### src/rtl/fp_mul_arbiter.sv
// fp_mul_arbiter: round-robin sharing of one pipelined fp_mul with in-order tagged result routing
module fp_mul_arbiter #(
    parameter int FLOAT_DATA_WIDTH = 32,
    parameter int NUM_REQ          = 4,
    parameter int REQ_IDX_WIDTH    = 2,
    parameter int MUL_LATENCY      = 3
) (
    input  logic                                clk,
    input  logic                                rst,
    input  logic                                clk_en,
    input  logic [NUM_REQ-1:0]                  req,
    input  logic [NUM_REQ*FLOAT_DATA_WIDTH-1:0] req_dataa,
    input  logic [NUM_REQ*FLOAT_DATA_WIDTH-1:0] req_datab,
    output logic [NUM_REQ-1:0]                  grant,
    output logic [NUM_REQ-1:0]                  resp_valid,
    output logic [FLOAT_DATA_WIDTH-1:0]         resp_data,
    output logic [FLOAT_DATA_WIDTH-1:0]         mul_dataa,
    output logic [FLOAT_DATA_WIDTH-1:0]         mul_datab,
    output logic                                mul_clk_en,
    output logic                                mul_aclr,
    input  logic [FLOAT_DATA_WIDTH-1:0]         mul_result,
    output logic                                busy
);
    localparam int STAGES = MUL_LATENCY + 1;

    logic [NUM_REQ-1:0]                      grant_q, grant_d;
    logic [NUM_REQ-1:0]                      resp_valid_q, resp_valid_d;
    logic [FLOAT_DATA_WIDTH-1:0]             resp_data_q, resp_data_d;
    logic [FLOAT_DATA_WIDTH-1:0]             mul_dataa_q, mul_dataa_d;
    logic [FLOAT_DATA_WIDTH-1:0]             mul_datab_q, mul_datab_d;
    logic [REQ_IDX_WIDTH-1:0]                ptr_q, ptr_d;
    logic [STAGES-1:0]                       tag_vld_q, tag_vld_d;
    logic [STAGES-1:0][REQ_IDX_WIDTH-1:0]    tag_idx_q, tag_idx_d;

    logic [NUM_REQ-1:0]                      elig, hi_elig, pick, pick_oh;
    logic                                    win_found, resp_fire;
    logic [REQ_IDX_WIDTH-1:0]                win_idx;
    logic [FLOAT_DATA_WIDTH-1:0]             op_a, op_b;

    // Round-robin pick: lowest eligible index at/above the pointer, else lowest overall (wrap)
    always_comb begin
        elig      = req & ~grant_q;
        hi_elig   = elig & ~((NUM_REQ'(1) << ptr_q) - NUM_REQ'(1));
        pick      = (|hi_elig) ? hi_elig : elig;
        pick_oh   = pick & (~pick + NUM_REQ'(1));
        win_found = |pick_oh;
        win_idx   = '0;
        op_a      = '0;
        op_b      = '0;
        for (int i = 0; i < NUM_REQ; i++) begin
            win_idx = pick_oh[i] ? REQ_IDX_WIDTH'(i) : win_idx;
            op_a    = pick_oh[i] ? req_dataa[i*FLOAT_DATA_WIDTH +: FLOAT_DATA_WIDTH] : op_a;
            op_b    = pick_oh[i] ? req_datab[i*FLOAT_DATA_WIDTH +: FLOAT_DATA_WIDTH] : op_b;
        end
    end

    // Next state: issue, tag shift and result routing advance only on enabled cycles
    always_comb begin
        resp_fire    = clk_en & tag_vld_q[STAGES-1];
        grant_d      = clk_en ? pick_oh : '0;
        ptr_d        = (clk_en && win_found) ?
                       ((win_idx == REQ_IDX_WIDTH'(NUM_REQ-1)) ? '0 : win_idx + 1'b1) : ptr_q;
        mul_dataa_d  = (clk_en && win_found) ? op_a : mul_dataa_q;
        mul_datab_d  = (clk_en && win_found) ? op_b : mul_datab_q;
        tag_vld_d    = clk_en ? {tag_vld_q[STAGES-2:0], win_found} : tag_vld_q;
        tag_idx_d    = clk_en ? {tag_idx_q[STAGES-2:0], win_idx} : tag_idx_q;
        resp_valid_d = resp_fire ? (NUM_REQ'(1) << tag_idx_q[STAGES-1]) : '0;
        resp_data_d  = resp_fire ? mul_result : resp_data_q;
    end

    // State registers; reset discards everything in flight
    always_ff @(posedge clk or negedge rst) begin
        if (!rst) begin
            grant_q      <= '0;
            resp_valid_q <= '0;
            resp_data_q  <= '0;
            mul_dataa_q  <= '0;
            mul_datab_q  <= '0;
            ptr_q        <= '0;
            tag_vld_q    <= '0;
            tag_idx_q    <= '0;
        end else begin
            grant_q      <= grant_d;
            resp_valid_q <= resp_valid_d;
            resp_data_q  <= resp_data_d;
            mul_dataa_q  <= mul_dataa_d;
            mul_datab_q  <= mul_datab_d;
            ptr_q        <= ptr_d;
            tag_vld_q    <= tag_vld_d;
            tag_idx_q    <= tag_idx_d;
        end
    end

    assign grant      = grant_q;
    assign resp_valid = resp_valid_q;
    assign resp_data  = resp_data_q;
    assign mul_dataa  = mul_dataa_q;
    assign mul_datab  = mul_datab_q;
    assign mul_clk_en = clk_en;
    assign mul_aclr   = ~rst;
    assign busy       = |tag_vld_q;
endmodule

### config.mk
export PLATFORM = sky130hd
export DESIGN_NAME = fp_mul_arbiter
export DESIGN_NICKNAME = d
export VERILOG_FILES = /design/src/rtl/fp_mul_arbiter.sv
export SDC_FILE = /design/constraint.sdc
export NUM_CORES = 1
export LEC_CHECK = 0
export CAP_MARGIN = 40
export CORE_AREA = 4 4 155 157
export CTS_CLUSTER_DIAMETER = 30
export DETAILED_ROUTE_END_ITERATION = 6
export DIE_AREA = 0 0 159 161
export PLACE_DENSITY = 0.73
export SYNTH_ARGS = -nofsm -noshare
export SYNTH_HDL_FRONTEND = slang
export SYNTH_SLANG_ARGS = --single-unit
export TNS_END_PERCENT = 100
### constraint.sdc
create_clock -name clk -period 2 [get_ports clk]
set_input_delay 0.2 -clock clk [delete_from_list [all_inputs] [get_ports clk]]
set_output_delay 0.2 -clock clk [all_outputs]
set_load 0.02 [all_outputs]
* Word-level counts from Yosys, hierarchy flattened
Cells that the tools add are included.
Word-level totals: bits in registers 118
Cells by class: $add $sub $neg 3, equal/unequal tests 1, shift-type cells 2, mux-type cells 15, bitwise operators 8, reductions and logical operators 4
Operator list (count):
- two-way mux 32 bit | 8
- bitwise AND 4 bit | 3
- two-way mux 4 bit | 3
- NOT 4 bit | 3
- OR reduction 4 bit | 3
- << shifter 1 x 2 -> 4 bit, first input constant | 2
- two-way mux 2 bit | 3
- adder 4 x 1 -> 4 bit, second input constant | 1
- subtractor 4 x 1 -> 4 bit, second input constant | 1
- adder 2 x 1 -> 2 bit, second input constant | 1
- equality test 2 bit, second input constant | 1
- bitwise AND 1 bit | 1
- logical AND 1 bit | 1
- two-way mux 1 bit | 1
- NOT 1 bit | 1

* Logic depth before layout (Yosys ltp)
Gate-level depths: netlist of the first run.
word-level depth 14, depth in mapped cells 8, gate-level depth less buffers 5

* Worst setup path before layout of the first run
Ideal clock, no wire load.
path kind register to register, start register grant_q[0] (netlist: grant[0]), end register mul_dataa_q[0] (netlist: mul_dataa[0]), library setup time 0.095 ns, data arrival time 1.725 ns, required time 1.905 ns, slack 0.180 ns, stages on the path, launching flop included 7, buffers on the path 2, clock period less this slack 1.820 ns, path through dfrtp_1 > and2b_1 > o41ai_4 > buf_2 > buf_2 > a32oi_1 > o31ai_1
On the way: cells in the longest elaborated chain, start to end 12, elaborated cells on any way between the ends 14, those cells by class add/sub (1); mux (5); bitwise (5); reduce/logical (3)
Ends and longest elaborated chain:
- start, declared | line 26 | logic [NUM_REQ-1:0] grant_q, grant_d;
- start signal, assigned | line 83 | grant_q <= grant_d;
- NOT 4 bit (*) | line 42 | elig = req & ~grant_q;
- bitwise AND 4 bit (*) | line 42
- bitwise AND 4 bit | line 43 | hi_elig = elig & ~((NUM_REQ'(1) << ptr_q) - NUM_REQ'(1));
- OR reduction 4 bit | line 44 | pick = (|hi_elig) ? hi_elig : elig;
- two-way mux 4 bit (*) | line 44
- NOT 4 bit | line 45 | pick_oh = pick & (~pick + NUM_REQ'(1));
- adder 4 x 1 -> 4 bit | line 45
- bitwise AND 4 bit (*) | line 45
- two-way mux 32 bit (4 in a row) | line 52 | op_a = pick_oh[i] ? req_dataa[i*FLOAT_DATA_WIDTH +: FLOAT_DATA_WIDTH] : op_a;
- end signal, assigned | line 86 | mul_dataa_q <= mul_dataa_d;
- end, declared | line 29 | logic [FLOAT_DATA_WIDTH-1:0] mul_dataa_q, mul_dataa_d;
Every way passes the cells marked *; elsewhere a longest branch is shown, timed or not. A chain may end at the register's enable or synchronous reset.

* Worst setup path after layout of the first run
start register grant_q[0] (netlist: grant[0]), end register mul_dataa_q[17] (netlist: mul_dataa[17])
Same word-level chain as after synthesis.

==> results of run 1 <==
-- power by group through the flow --
stage	registers [mW]	logic [mW]	clock network, mW
6_report	3.72	6.70	3.30
5_1_grt	3.81	7.14	3.48
4_1_cts	3.71	6.58	3.36
3_5_place_dp	3.74	6.55	0
3_3_place_gp	3.71	6.48	0
2_1_floorplan	4.56	2.29	0
-- state kept, by name, indices dropped and copies added, names as in the netlist --
signal / flops
grant: 4
mul_dataa: 32
mul_datab: 32
ptr_q: 2
resp_data: 32
resp_valid: 4
tag_idx_q: 8
tag_vld_q: 4
-- critical path: cells and delay by family (launching register included) --
kind	cells	cell delay [ps]
AOI/OAI and AO/OA	3	580
DFF	1	420
and+or+nand+nor	1	300
buffers and inverters	3	540
-- placed cells by master, fill, tap and decap left out, types with 6 or more instances in the layout --
master / count
o21ai_1: 8
dfrtp_1: 115
clkbuf_16: 20
mux2_2: 41
nor2_1: 66
a21oi_1: 86
inv_1: 6
a32oi_1: 44
o21ai_0: 45
buf_4: 50
o31ai_1: 46
a221oi_1: 19
o21a_1: 46
inv_6: 6
o2bb2ai_1: 19
clkdlybuf4s50_1: 398
buf_12: 21
-- metrics by stage --
step | total power, mW | instance area (um2) | setup WS (ps) | hold WS, ps
after CTS | 13.6 | 12000 | 5.81 | 226
final | 13.7 | 12100 | 60.1 | 237
after detailed placement | 10.3 | 11300 | -211 | 322
after floorplan | 6.85 | 6540 | 180 | -95.6
after global placement | 10.2 | 11300 | -121 | 427
after global routing | 14.4 | 12100 | -45.9 | 235
-- path summary, 6_finish.rpt --
| check | startpoint | depth (start not counted) | slack [ps] | to |
|---|---|---|---|---|
| setup / recovery | grant[0] | 7 | 60 | mul_dataa[17] |
| min in group asynchronous | rst | 3 | 430 | tag_idx_q[3] |
| hold / removal | clk_en | 2 | 240 | grant[0] |
| setup reg to reg | grant[0] | 7 | 60 | mul_dataa[17] |
| hold reg to reg | tag_idx_q[6] | 1 | 490 | resp_valid[2] |
| max in group asynchronous | rst | 3 | 980 | mul_datab[0] |
-- area by class of cell --
type | count | area [um2]
tap | 285 | 357
multi-input combinational | 465 | 3250
clock buffer | 17 | 425
inverter | 6 | 22.5
clock inverter | 15 | 191
fill | 2040 | 10400
timing repair buffer | 477 | 4900
sequential | 118 | 2960
-- what timing repair did --
| item | CTS | global route |
|---|---|---|
| gates cloned | 0 | 4 |
| setup endpoints to repair | 1 | 62 |
| hold buffers | 1 | 0 |
| buffers inserted | 0 | 3 |
| gates resized for setup | 1 | 14 |
| pin swaps | 0 | 3 |
| hold endpoints to repair | 71 | 0 |
-- routing by layer --
layer / up-vias / global-route usage / wire [um]
met4: 0 / 0.0690 / 795
met2: 384 / 0.370 / 14500
met3: 52 / 0.0618 / 2320
li1: 3380 / - / -
met1: 3612 / 0.251 / 11700
met5: - / 0 / 0
-- kinds of logic after synthesis --
| family | count (synthesis) |
|---|---|
| simple gates | 93 |
| flops | 118 |
| buf+inv | 79 |
| compound gates | 331 |
| mux | 41 |
==> summary.txt, run 1 <==
Run status
  • Status: finished, final reports clean

Floorplanning
  • Die Wd: 159 um
  • Die height: 161 um
  • Number of I/O pins: 402
  • Die ar.: 25,600 um2
  • # rows: 55
  • Initial Util: 0.291
  • Core area: 22,500 um2

Worst setup path
  • Crit Path Category: register to register
  • WP data required: 2320 ps
  • Critical path fanouts, max: 8
  • Critical Path Max Stage Delay: 420 ps
  • Critical Path AT: 2260 ps
  • Sequence of cells on the critical path: and2b_2 -> o41ai_4 -> buf_4 -> buf_4 -> buf_4 -> a32oi_1 -> o31ai_1
  • Crit end category: register
  • Crit-path slowest cell: dfrtp_1
  • Worst Setup Start Kind: register
  • CP dominant cell by count: buf_4

Detailed routing
  • Vias after detailed routing: 7,428
  • DRC: 0
  • DRT antenna net count: 0
  • Final wirelength: 29.4 mm
  • DRT Pass-1 Iters: 5
  • DR vias/cell: 5.37
  • Wire per inst: 21.2 um
  • Violation count after the first detailed-routing iteration: 424

Synthesis
  • Ys async rst share: 1.00
  • Synth area leader: dfrtp_1
  • Synth Flop Type: dfrtp_1
  • Post-Synth Simple-Gate Area: 0.0643
  • Syn Nets: 957
  • Adder and majority cell fraction of the synthesized area: 0
  • Post-synth EDFFs: 0
  • Most common cell in the netlist: dfrtp_1
  • Complex-gate fraction of the synthesized area: 0.352
  • Synth top area cells: dfrtp_1, mux2_2, a21oi_1
  • Number of synthesis warnings: 0
  • Post-synthesis cell area: 6540 um2
  • Top cell type's share of synthesized area: 0.451
  • Yosys reg bits: 118
  • Syn Area/Cell: 9.88 um2
  • Cells after synthesis: 662
  • Largest family of logic cells by synthesized area: compound AO/OA/AOI/OAI gates
  • Xor/xnor share of the synthesized area: 0
  • Sequential-to-total area share from yosys stat: 0.451
  • Mux cell area share after synthesis: 0.0706
  • Synth cell types: 44
  • Post-synth top cells: dfrtp_1, a21oi_1, nor2_1, o31ai_1

Power and ir drop
  • P_int: 8.59 mW
  • Reg power frac: 0.271
  • VDD IR max: 0.527 mV
  • Switching pwr: 5.13 mW
  • Clock power share: 0.240
  • Combinational Power Share: 0.489
  • Pwr Density: 1130 nW/um2
  • Sw Share: 0.374
  • Pleak: 4.73 nW

CTS
  • Clk root buf: clkbuf_16
  • CTS tree: built
  • Clock buffers created by TritonCTS: 17
  • Worst-path clk slew: 60 ps
  • Clock buffer depth: 2
  • H-tree levels: 4
  • Clock Sink Count: 118
  • Clock latency on the worst-skew pair: 420 ps

STA
  • Minimum clock period: 1940 ps
  • Final setup violation count: 0
  • Fin Setup TNS: 0 ps
  • Rel. slew slack: 0.510
  • Fin crit share: 0.970
  • Worst slew pin tran: 735 ps
  • Final hold vios: 0
  • Final clock skew: 11.2 ps
  • F_max: 0.515 GHz
  • Final Max Tran Viols: 0

Cells and area
  • Non-Filler Instances: 1,383
  • Final net count: 1,380
  • Final core utilization: 0.538
  • Antenna diodes: 0
  • Ratio of cells with drive above 1 in the final layout: 0.156
  • Area Overhead vs Synth: 85.1%

GRT
  • Global-route wire length before repair: 43.1 mm
  • Vias in the first global route: 7,574
  • Remaining global-route overflow: 0
  • Largest net degree at the start of global routing: 50
  • Initial antenna violation count: 0
  • GRT Util Overall: 0.212

Place
  • Routability cong.: 0.851
  • Number of I/O port buffers: 401
  • Inst Count DP: 1,343
  • DPL Wire Length: 21.2 mm

Flow run
  • Max Cap Viol: 0

Worst hold path
  • Hold crit path type: input port to register
Power figures use the tool's default switching activity.
==> inputs of run 2 (changes only) <==
CTS_CLUSTER_DIAMETER = 40   (was 30)
==> results of run 2 <==
No change in the layout: final DEF, timing and power equal those of run 1.
